File: src/rtl/imm_ext_pipe.sv
// imm_ext_pipe
// Registered immediate-extension stage between instruction decode and the
// ID/EX pipeline register. Each operand is extended one cycle after it is
// accepted. A main register (M) drives the outputs and a skid register (S)
// catches one extra operand when downstream stalls, so in_ready can come
// straight from a flop.
//
// Ports
//   clk        rising-edge clock
//   reset      asynchronous, active-high reset
//   flush      synchronous flush; drops M, S and any operand offered that cycle
//   in_valid   upstream offers an operand
//   in_ready   stage can accept an operand (= ~S.valid)
//   in_imm     immediate field, IMM_W bits
//   in_op      extension mode: 0 zero, 1 sign, 2 branch offset, 3 upper load
//   in_tag     sideband tag carried alongside the data
//   out_valid  result available (= M.valid)
//   out_ready  downstream accepts the result
//   out_data   extended result, DATA_W bits
//   out_tag    tag belonging to out_data
//   out_err    result came from an illegal or disabled opcode
//
// Configuration macro
//   EXT_LUI_EN  when defined, op 3 produces {imm, zeros}; otherwise op 3 is
//               illegal (all ones, out_err=1) and its mux leg is not built.
//
// Parameters: IMM_W, DATA_W (must satisfy DATA_W >= IMM_W+2), TAG_W.

module imm_ext_pipe #(
  parameter int IMM_W  = 16,
  parameter int DATA_W = 32,
  parameter int TAG_W  = 5
) (
  input  logic              clk,
  input  logic              reset,
  input  logic              flush,
  input  logic              in_valid,
  output logic              in_ready,
  input  logic [IMM_W-1:0]  in_imm,
  input  logic [1:0]        in_op,
  input  logic [TAG_W-1:0]  in_tag,
  output logic              out_valid,
  input  logic              out_ready,
  output logic [DATA_W-1:0] out_data,
  output logic [TAG_W-1:0]  out_tag,
  output logic              out_err
);

  logic              m_valid;
  logic [DATA_W-1:0] m_data;
  logic [TAG_W-1:0]  m_tag;
  logic              m_err;

  logic              s_valid;
  logic [DATA_W-1:0] s_data;
  logic [TAG_W-1:0]  s_tag;
  logic              s_err;

  logic [DATA_W-1:0] ext_data;
  logic              ext_err;
  logic              sgn;
  logic              in_xfer;
  logic              m_open;

  assign sgn = in_imm[IMM_W-1];

  always_comb begin
    ext_data = '1;
    ext_err  = 1'b1;
    case (in_op)
      2'd0: begin
        ext_data = {{(DATA_W-IMM_W){1'b0}}, in_imm};
        ext_err  = 1'b0;
      end
      2'd1: begin
        ext_data = {{(DATA_W-IMM_W){sgn}}, in_imm};
        ext_err  = 1'b0;
      end
      2'd2: begin
        ext_data = {{(DATA_W-IMM_W-2){sgn}}, in_imm, 2'b00};
        ext_err  = 1'b0;
      end
`ifdef EXT_LUI_EN
      2'd3: begin
        ext_data = {in_imm, {(DATA_W-IMM_W){1'b0}}};
        ext_err  = 1'b0;
      end
`endif
      default: begin
      end
    endcase
  end

  // in_ready depends only on the skid flag, so there is never a path from
  // out_ready to in_ready. While S is full no input can transfer, which is
  // why the S->M move never collides with a new operand.
  assign in_ready = ~s_valid;
  assign in_xfer  = in_valid & ~s_valid;
  // M can take a new entry this edge if it is empty or being drained.
  assign m_open   = ~m_valid | out_ready;

  always_ff @(posedge clk or posedge reset) begin
    if (reset) begin
      m_valid <= 1'b0;
      m_data  <= '0;
      m_tag   <= '0;
      m_err   <= 1'b0;
      s_valid <= 1'b0;
      s_data  <= '0;
      s_tag   <= '0;
      s_err   <= 1'b0;
    end else if (flush) begin
      m_valid <= 1'b0;
      s_valid <= 1'b0;
    end else if (m_open) begin
      if (s_valid) begin
        m_valid <= 1'b1;
        m_data  <= s_data;
        m_tag   <= s_tag;
        m_err   <= s_err;
        s_valid <= 1'b0;
      end else if (in_xfer) begin
        m_valid <= 1'b1;
        m_data  <= ext_data;
        m_tag   <= in_tag;
        m_err   <= ext_err;
      end else begin
        m_valid <= 1'b0;
      end
    end else if (in_xfer) begin
      s_valid <= 1'b1;
      s_data  <= ext_data;
      s_tag   <= in_tag;
      s_err   <= ext_err;
    end
  end

  assign out_valid = m_valid;
  assign out_data  = m_data;
  assign out_tag   = m_tag;
  assign out_err   = m_err;

endmodule
File: config.mk
export PLATFORM = sky130hd
export DESIGN_NAME = imm_ext_pipe
export DESIGN_NICKNAME = d
export VERILOG_FILES = /design/src/rtl/imm_ext_pipe.sv
export SDC_FILE = /design/constraint.sdc
export NUM_CORES = 1
export LEC_CHECK = 0
export CAP_MARGIN = 20
export CORE_ASPECT_RATIO = 1.2
export CORE_MARGIN = 3
export CORE_UTILIZATION = 35
export CTS_CLUSTER_DIAMETER = 40
export DETAILED_ROUTE_END_ITERATION = 8
export DONT_BUFFER_PORTS = 1
export PLACE_DENSITY = 0.46
export SYNTH_ARGS = -nofsm -noshare
export SYNTH_HDL_FRONTEND = slang
export SYNTH_SLANG_ARGS = --single-unit
File: constraint.sdc
create_clock -name clk -period 1.95 [get_ports clk]
set_clock_uncertainty 0.1 [all_clocks]
set_input_delay 0.2925 -clock clk [delete_from_list [all_inputs] [get_ports clk]]
set_output_delay 0.2925 -clock clk [all_outputs]
set_load 0.05 [all_outputs]
==> results of run 1 <==
==> cells in the final DEF, fill, tap and decap left out, drive strengths merged <==
| cell | Yosys | routed |
|---|---|---|
| clkinvlp | 0 | 1 |
| a31oi | 14 | 14 |
| nor2b | 1 | 1 |
| nand2b | 2 | 2 |
| buf | 32 | 13 |
| o221ai | 14 | 14 |
| mux2i | 20 | 20 |
| clkbuf | 2 | 6 |
| inv | 18 | 18 |
| dfrtp | 50 | 50 |
| bufinv | 0 | 1 |
| mux2 | 12 | 12 |
| a21oi | 28 | 28 |
| o21ai | 3 | 3 |
| o22a | 1 | 1 |
| nor3 | 1 | 1 |
| o22ai | 14 | 14 |
| and2 | 1 | 1 |
| o32ai | 3 | 3 |
| maj3 | 1 | 1 |
| nand2 | 15 | 15 |
| dlygate4sd3 | 0 | 2 |
| nor2 | 9 | 9 |
| clkinv | 1 | 1 |
| o21ba | 1 | 1 |
| o21bai | 1 | 1 |
| nand3 | 2 | 2 |
==> per-layer routing <==
layer  vias to the layer above  GRT usage [%]  part of all wire (%)
met5                         -              0                     0
met3                         5           5.34                   8.2
li1                        852              -                     -
met1                       883           21.2                    44
met4                         0           3.29                  0.72
met2                        54           22.8                    47
==> worst max-delay path by stage <==
stage                                from                     end  slack [ns]  cells past startpoint
global placement      s_valid$_DFFE_PP0P_   s_data[7]$_DFFE_PP0P_        0.36                      5
finish                s_valid$_DFFE_PP0P_                in_ready        0.32                      2
floorplan           out_valid$_DFFE_PP0N_       s_err$_DFFE_PP0P_        0.27                      4
detailed placement    s_valid$_DFFE_PP0P_   s_data[8]$_DFFE_PP0P_        0.33                      5
CTS                   s_valid$_DFFE_PP0P_  s_data[11]$_DFFE_PP0P_        0.31                      5
global route          s_valid$_DFFE_PP0P_   s_data[6]$_DFFE_PP0P_        0.22                      5
==> area by class of cell <==
| class | instances | area (um^2) | share of cell area (%) |
|---|---|---|---|
| Inverter | 19 | 72.6 | 2.63 |
| Multi-Input combinational cell | 143 | 1040 | 37.6 |
| Sequential cell | 50 | 1250 | 45.5 |
| Tap cell | 87 | 109 | 3.95 |
| Timing Repair Buffer | 15 | 175 | 6.35 |
| Clock buffer | 6 | 72.6 | 2.63 |
| Clock inverter | 2 | 37.5 | 1.36 |
==> critical path, delay by kind of cell (launching register included) <==
family / cells / cell delay, ns
buf+inv: 2 / 0.56
flops: 1 / 0.37
==> logic make-up after synthesis <==
logic type | count (synthesis) | share of synthesized area (%)
and+or+nand+nor | 31 | 5.90
buffers and inverters | 53 | 11.5
AOI/OAI and AO/OA | 79 | 20.0
adders and majority gates | 1 | 0.387
muxes | 32 | 13.8
DFF | 50 | 48.4
==> registers in the layout, indices dropped and copies added (netlist names) <==
name and cells:
out_valid 1, s_valid 1, s_data 18, out_err 1, s_tag 5, s_err 1
out_tag 5, out_data 18
==> what timing repair did <==
action                                  in CTS  in global routing
hold endpoints to repair                    13                  0
endpoints found under the setup margin       1                  0
resized for setup                            1                  0
hold buffers                                 2                  0
==> power groups by stage <==
stage                     combinational, mW  clock (mW)  sequential (mW)
final                                 0.655       0.732             1.67
after CTS                             0.666       0.753             1.67
after floorplan                       0.605           0             1.67
after global placement                0.648           0             1.69
after detailed placement              0.660           0             1.69
after global routing                  0.716       0.795             1.69
==> results.cfg, run 1 <==
[drt]
totalWireLength_um = 6220
drcViolationCount = 0
drt_iter0_markers = 57
post_drt_wl_per_cell_um = 19.3
drt_first_pass_iters = 4
drt-vias-per-instance = 5.57
route.vias.total = 1794
postRouteAntennaNets = 0

[placed_design]
place_congestion = 0.721
postPlaceCellArea_um2 = 2630
post-place-cells = 312
buffer_ports.inserted = 0
preCtsSetupSlack_ns = 0.330
dp_hpwl_um = 4200

[floorplanning]
die-height_um = 100
chip_width_um = 84.5
floorplan.core_area_um2 = 7020
floorplan.initialDensity_pct = 36.8
std_cell_rows = 33
fp.dieArea_um2 = 8460
top_ports = 68

[synthesis]
netlist.area_leader.share_pct = 48.4
post_synth.cell_area_avg_um2 = 10.5
postSynth.asyncResetShare_pct = 100
synth.top_cells.by_area = sky130_fd_sc_hd__dfrtp_1 48%, sky130_fd_sc_hd__mux2i_1 7.7%, sky130_fd_sc_hd__buf_4 5.5%
yosys.area.top_type = sky130_fd_sc_hd__dfrtp_1
synth_commonest_cells = 50 x sky130_fd_sc_hd__dfrtp_1, 28 x sky130_fd_sc_hd__a21oi_1, 20 x sky130_fd_sc_hd__mux2i_1
ys_seq_area_share_pct = 48.4
yosys.cell_count.top_type = sky130_fd_sc_hd__dfrtp_1
post_synth_instance_area_um2 = 2590
yosysUniqueCellTypes = 30
postSynth.topFlopCell = sky130_fd_sc_hd__dfrtp_1
synth.yosys.warnings = 0
synth_edf_count = 0
synthCells = 246
ys_ff_latch = 50
synthesis.nets = 274

[power]
p_total_mw = 3.05
peakVddDrop_mv = 0.444
seqPwrFrac_pct = 54.6
power.switching_fraction_pct = 38.8
total_leakage_power_nw = 1.24
power_frac_clock_pct = 24.0
power.net_switching_mw = 1.19
internal_power_mw = 1.87
comb_power_share_pct = 21.5
cellPowerDensity_nw_per_um2 = 1110

[global_routing]
grt_pass1_wl_um = 10200
grt_overflow = 0
grt_antenna_before_repair = 0
grt_use_total_pct = 15.2
grt_start_max_net_pins = 36
grt_pass1_vias = 1815

[timing]
layout_setup_ws_ns = 0.320
final_max_slew_viol_count = 0
timing.setup.tns_ns = 0
period_share_pct = 83.6
tightest_slew_margin_relative_to_the_limit_pct = 63.8
timing_worst_slew_pin_value_ns = 0.543
finalSetupViolations = 0
grt_setup_unrepaired = false
timing.final.hold_violations = 0
timing.hold.ws_ns = 0.0314
max_clock_freq_mhz = 614
layout_min_cycle_time_ns = 1.63

[worst_hold_path]
hold_path_startpoint = in_tag[3]
worst_hold_path.num_cells = 1
worst_hold_path.endpoint = s_tag[3]$_DFFE_PP0P_
worst_hold_path_type = input pin to flop

[cts]
clock_insertion_delay_worst_skew_ns = 0.30
cts.repair_timing.setup_buffer_count = 0
cts_htree_levels = 2
cts_tree = done
root_buffer = sky130_fd_sc_hd__clkbuf_8
clockBufferDepth = 2
numCtsBuffers = 5
tritoncts_num_sinks = 50
clkSlewWorstSetupHoldPaths_ns = 0.10

[final_layout]
post-route-util_pct = 39.3
num_antenna_cells = 0
area_growth_syn_to_layout_pct = 6.68
post_layout_nets = 262
ratio_of_cells_with_drive_above_1_in_the_final_layout_pct = 17.0
instances_no_fill = 322
layout.filler_cells = 719
final_area_um2 = 2760

[worst_setup_path]
timing.critical_path.required_ns = 1.56
crit_path_top_delay_cell = sky130_fd_sc_hd__dfrtp_1
critical_path.max_stage_delay_ns = 0.37
critical_path_class = flop to output port
timing.reg2reg.worst_path_depth = 5
ff_to_ff_setup_slack_ns = 0.32
path_max_fanout = 19
critical_path.endpoint_type = output port
worstPathArrival_ns = 1.24
reg2reg_end = s_data[6]$_DFFE_PP0P_
critPathLaunchType = flop
crit_path_cell_trace = clkinv_2 > buf_4
timing.rr.start = s_valid$_DFFE_PP0P_

[run_status]
status = finished, final reports clean

[job]
drv.max_cap_violation_count = 0
No activity file was read; power rests on OpenSTA's default activity.
==> run 2, diff against run 1 <==
==> constraint.sdc (replaced) <==
create_clock -name clk -period 1.7 [get_ports clk]
set_clock_uncertainty 0.1 [all_clocks]
set_input_delay 0.255 -clock clk [delete_from_list [all_inputs] [get_ports clk]]
set_output_delay 0.255 -clock clk [all_outputs]
set_load 0.05 [all_outputs]
==> run 2 against run 1 <==
Net effect:
- cell area rose by 5.5%
- setup slack worse by 0.28 ns
- sequential power up 14%
- final cell count rose by 5.0%
- hold slack gained 0.0022 ns
- critical path depth is the same
- largest cell class unchanged
==> results.cfg, run 2 (synthesis gave the netlist of run 1 again) <==
[run_status]
status = finished, final reports clean

[floorplanning]
fp.dieArea_um2 = 8460
floorplan.initialDensity_pct = 36.8
chip_width_um = 84.5
top_ports = 68
die-height_um = 100
floorplan.core_area_um2 = 7020
std_cell_rows = 33

[worst_setup_path]
worstPathArrival_ns = 1.30
crit_path_top_delay_cell = sky130_fd_sc_hd__dfrtp_1
critPathLaunchType = flop
timing.rr.start = s_valid$_DFFE_PP0P_
critical_path_class = flop to output port
critical_path.max_stage_delay_ns = 0.42
crit_path_cell_trace = clkinv_2 > buf_4
critical_path.endpoint_type = output port
timing.reg2reg.worst_path_depth = 5
reg2reg_end = out_data[7]$_DFFE_PP0P_
path_max_fanout = 19
ff_to_ff_setup_slack_ns = 0.13
timing.critical_path.required_ns = 1.34

[final_layout]
layout.filler_cells = 696
post-route-util_pct = 41.5
multiInputGateArea_um2 = 1040
num_antenna_cells = 0
instances_no_fill = 338
regArea_um2 = 1250
final_cell_mix = 49 x sky130_fd_sc_hd__dfrtp_1, 28 x sky130_fd_sc_hd__a21oi_1, 20 x sky130_fd_sc_hd__mux2i_1, 18 x sky130_fd_sc_hd__buf_4, 17 x sky130_fd_sc_hd__inv_1
ratio_of_cells_with_drive_above_1_in_the_final_layout_pct = 20.7
layout.cells.most_common = sky130_fd_sc_hd__dfrtp_1
area_growth_syn_to_layout_pct = 12.5
post_layout_nets = 278

[power]
p_total_mw = 3.46
power.switching_fraction_pct = 40.5
comb_power_share_pct = 22.5
peakVddDrop_mv = 0.477
total_leakage_power_nw = 1.32
seqPwrFrac_pct = 55.2
power.net_switching_mw = 1.40
internal_power_mw = 2.06
power_frac_clock_pct = 22.3
cellPowerDensity_nw_per_um2 = 1190

[global_routing]
grt_pass1_wl_um = 10700
grt_overflow = 0
grt_start_max_net_pins = 51
grt_antenna_before_repair = 0
grt_pass1_vias = 1938
grt_use_total_pct = 16.0

[placed_design]
post-place-cells = 316
buffer_ports.inserted = 0
place_congestion = 0.726
dp_hpwl_um = 4170

[drt]
drt_first_pass_iters = 4
post_drt_wl_per_cell_um = 19.0
totalWireLength_um = 6420
drcViolationCount = 0
postRouteAntennaNets = 0
drt_iter0_markers = 98
drt-vias-per-instance = 5.39
route.vias.total = 1823

[timing]
timing.final.hold_violations = 0
period_share_pct = 97.3
finalSetupViolations = 0
timing.hold.ws_ns = 0.0335
final_max_slew_viol_count = 0
grt_setup_unrepaired = true
tightest_slew_margin_relative_to_the_limit_pct = 65.7
max_clock_freq_mhz = 604
timing_worst_slew_pin_value_ns = 0.514
layout_min_cycle_time_ns = 1.65

[cts]
tritoncts_num_sinks = 50
clock_insertion_delay_worst_skew_ns = 0.31
cts_htree_levels = 2
numCtsBuffers = 5
cts_tree = done
clockBufferDepth = 2
clkSlewWorstSetupHoldPaths_ns = 0.10
root_buffer = sky130_fd_sc_hd__clkbuf_8

[worst_hold_path]
worst_hold_path.endpoint = out_valid$_DFFE_PP0N_
worst_hold_path_type = input pin to flop
worst_hold_path.num_cells = 2
hold_path_startpoint = in_valid

[job]
drv.max_cap_violation_count = 0
## run 2: cell count changes in the layout (fill, tap and decap cells not counted), sizes merged
cell         before  now
buf              13   24
dlygate4sd3       2    7
bufinv            1    0
inv              18   19
## run 2: how the worst max path moves through the flow
stage | startpoint | end
after floorplan | out_valid$_DFFE_PP0N_ | s_err$_DFFE_PP0P_
after global placement | s_valid$_DFFE_PP0P_ | s_data[9]$_DFFE_PP0P_
after detailed placement | s_valid$_DFFE_PP0P_ | out_data[8]$_DFFE_PP0P_
after CTS | s_valid$_DFFE_PP0P_ | out_data[7]$_DFFE_PP0P_
after global routing | s_valid$_DFFE_PP0P_ | in_ready
final | s_valid$_DFFE_PP0P_ | in_ready
## run 2: per-layer routing
metal | up-vias | GRT usage (%) | routed length [um]
met5 | - | 0 | 0
met4 | 0 | 3.29 | 43
met3 | 4 | 4.84 | 429
met2 | 53 | 25.4 | 3030
met1 | 878 | 21.8 | 2920
li1 | 888 | - | -
## run 2: critical path, delay by kind of cell (launching register included)
| family | cells | cell delay (ns) |
|---|---|---|
| flops | 1 | 0.42 |
| buf+inv | 2 | 0.56 |
## run 2: final cells by class
cell class                 instances  area share (%)
tap                               87            3.74
clock buffer                       6            2.84
timing repair buffer              31            11.4
sequential                        50            43.1
multi-input combinational        143            35.8
inverter                          19            2.49
clock inverter                     2           0.559
## run 2: metrics by stage
stage | setup slack [ns] | setup TNS, ns | area, um^2
after floorplan | 0.0239 | 0 | 2590
after global placement | 0.0913 | 0 | 2660
after detailed placement | 0.0559 | 0 | 2660
after CTS | 0.00694 | 0 | 2830
after global routing | -0.0388 | -0.0388 | 2910
final | 0.0451 | 0 | 2910
## run 2: timing repair
item                                    4_1_cts  5_1_grt
pin swaps                                     0        1
resized for setup                             1        1
endpoints found under the setup margin        1       30
hold buffers                                  7        0
buffers inserted                              0        7
endpoints found under the hold margin        56        0
## run 2: power by group through the flow
stage / Sequential, mW / Clock [mW] / Combinational, mW
floorplan: 1.92 / 0 / 0.694
global placement: 1.94 / 0 / 0.754
detailed placement: 1.94 / 0 / 0.762
CTS: 1.92 / 0.802 / 0.779
global route: 1.95 / 0.848 / 0.853
finish: 1.91 / 0.773 / 0.778
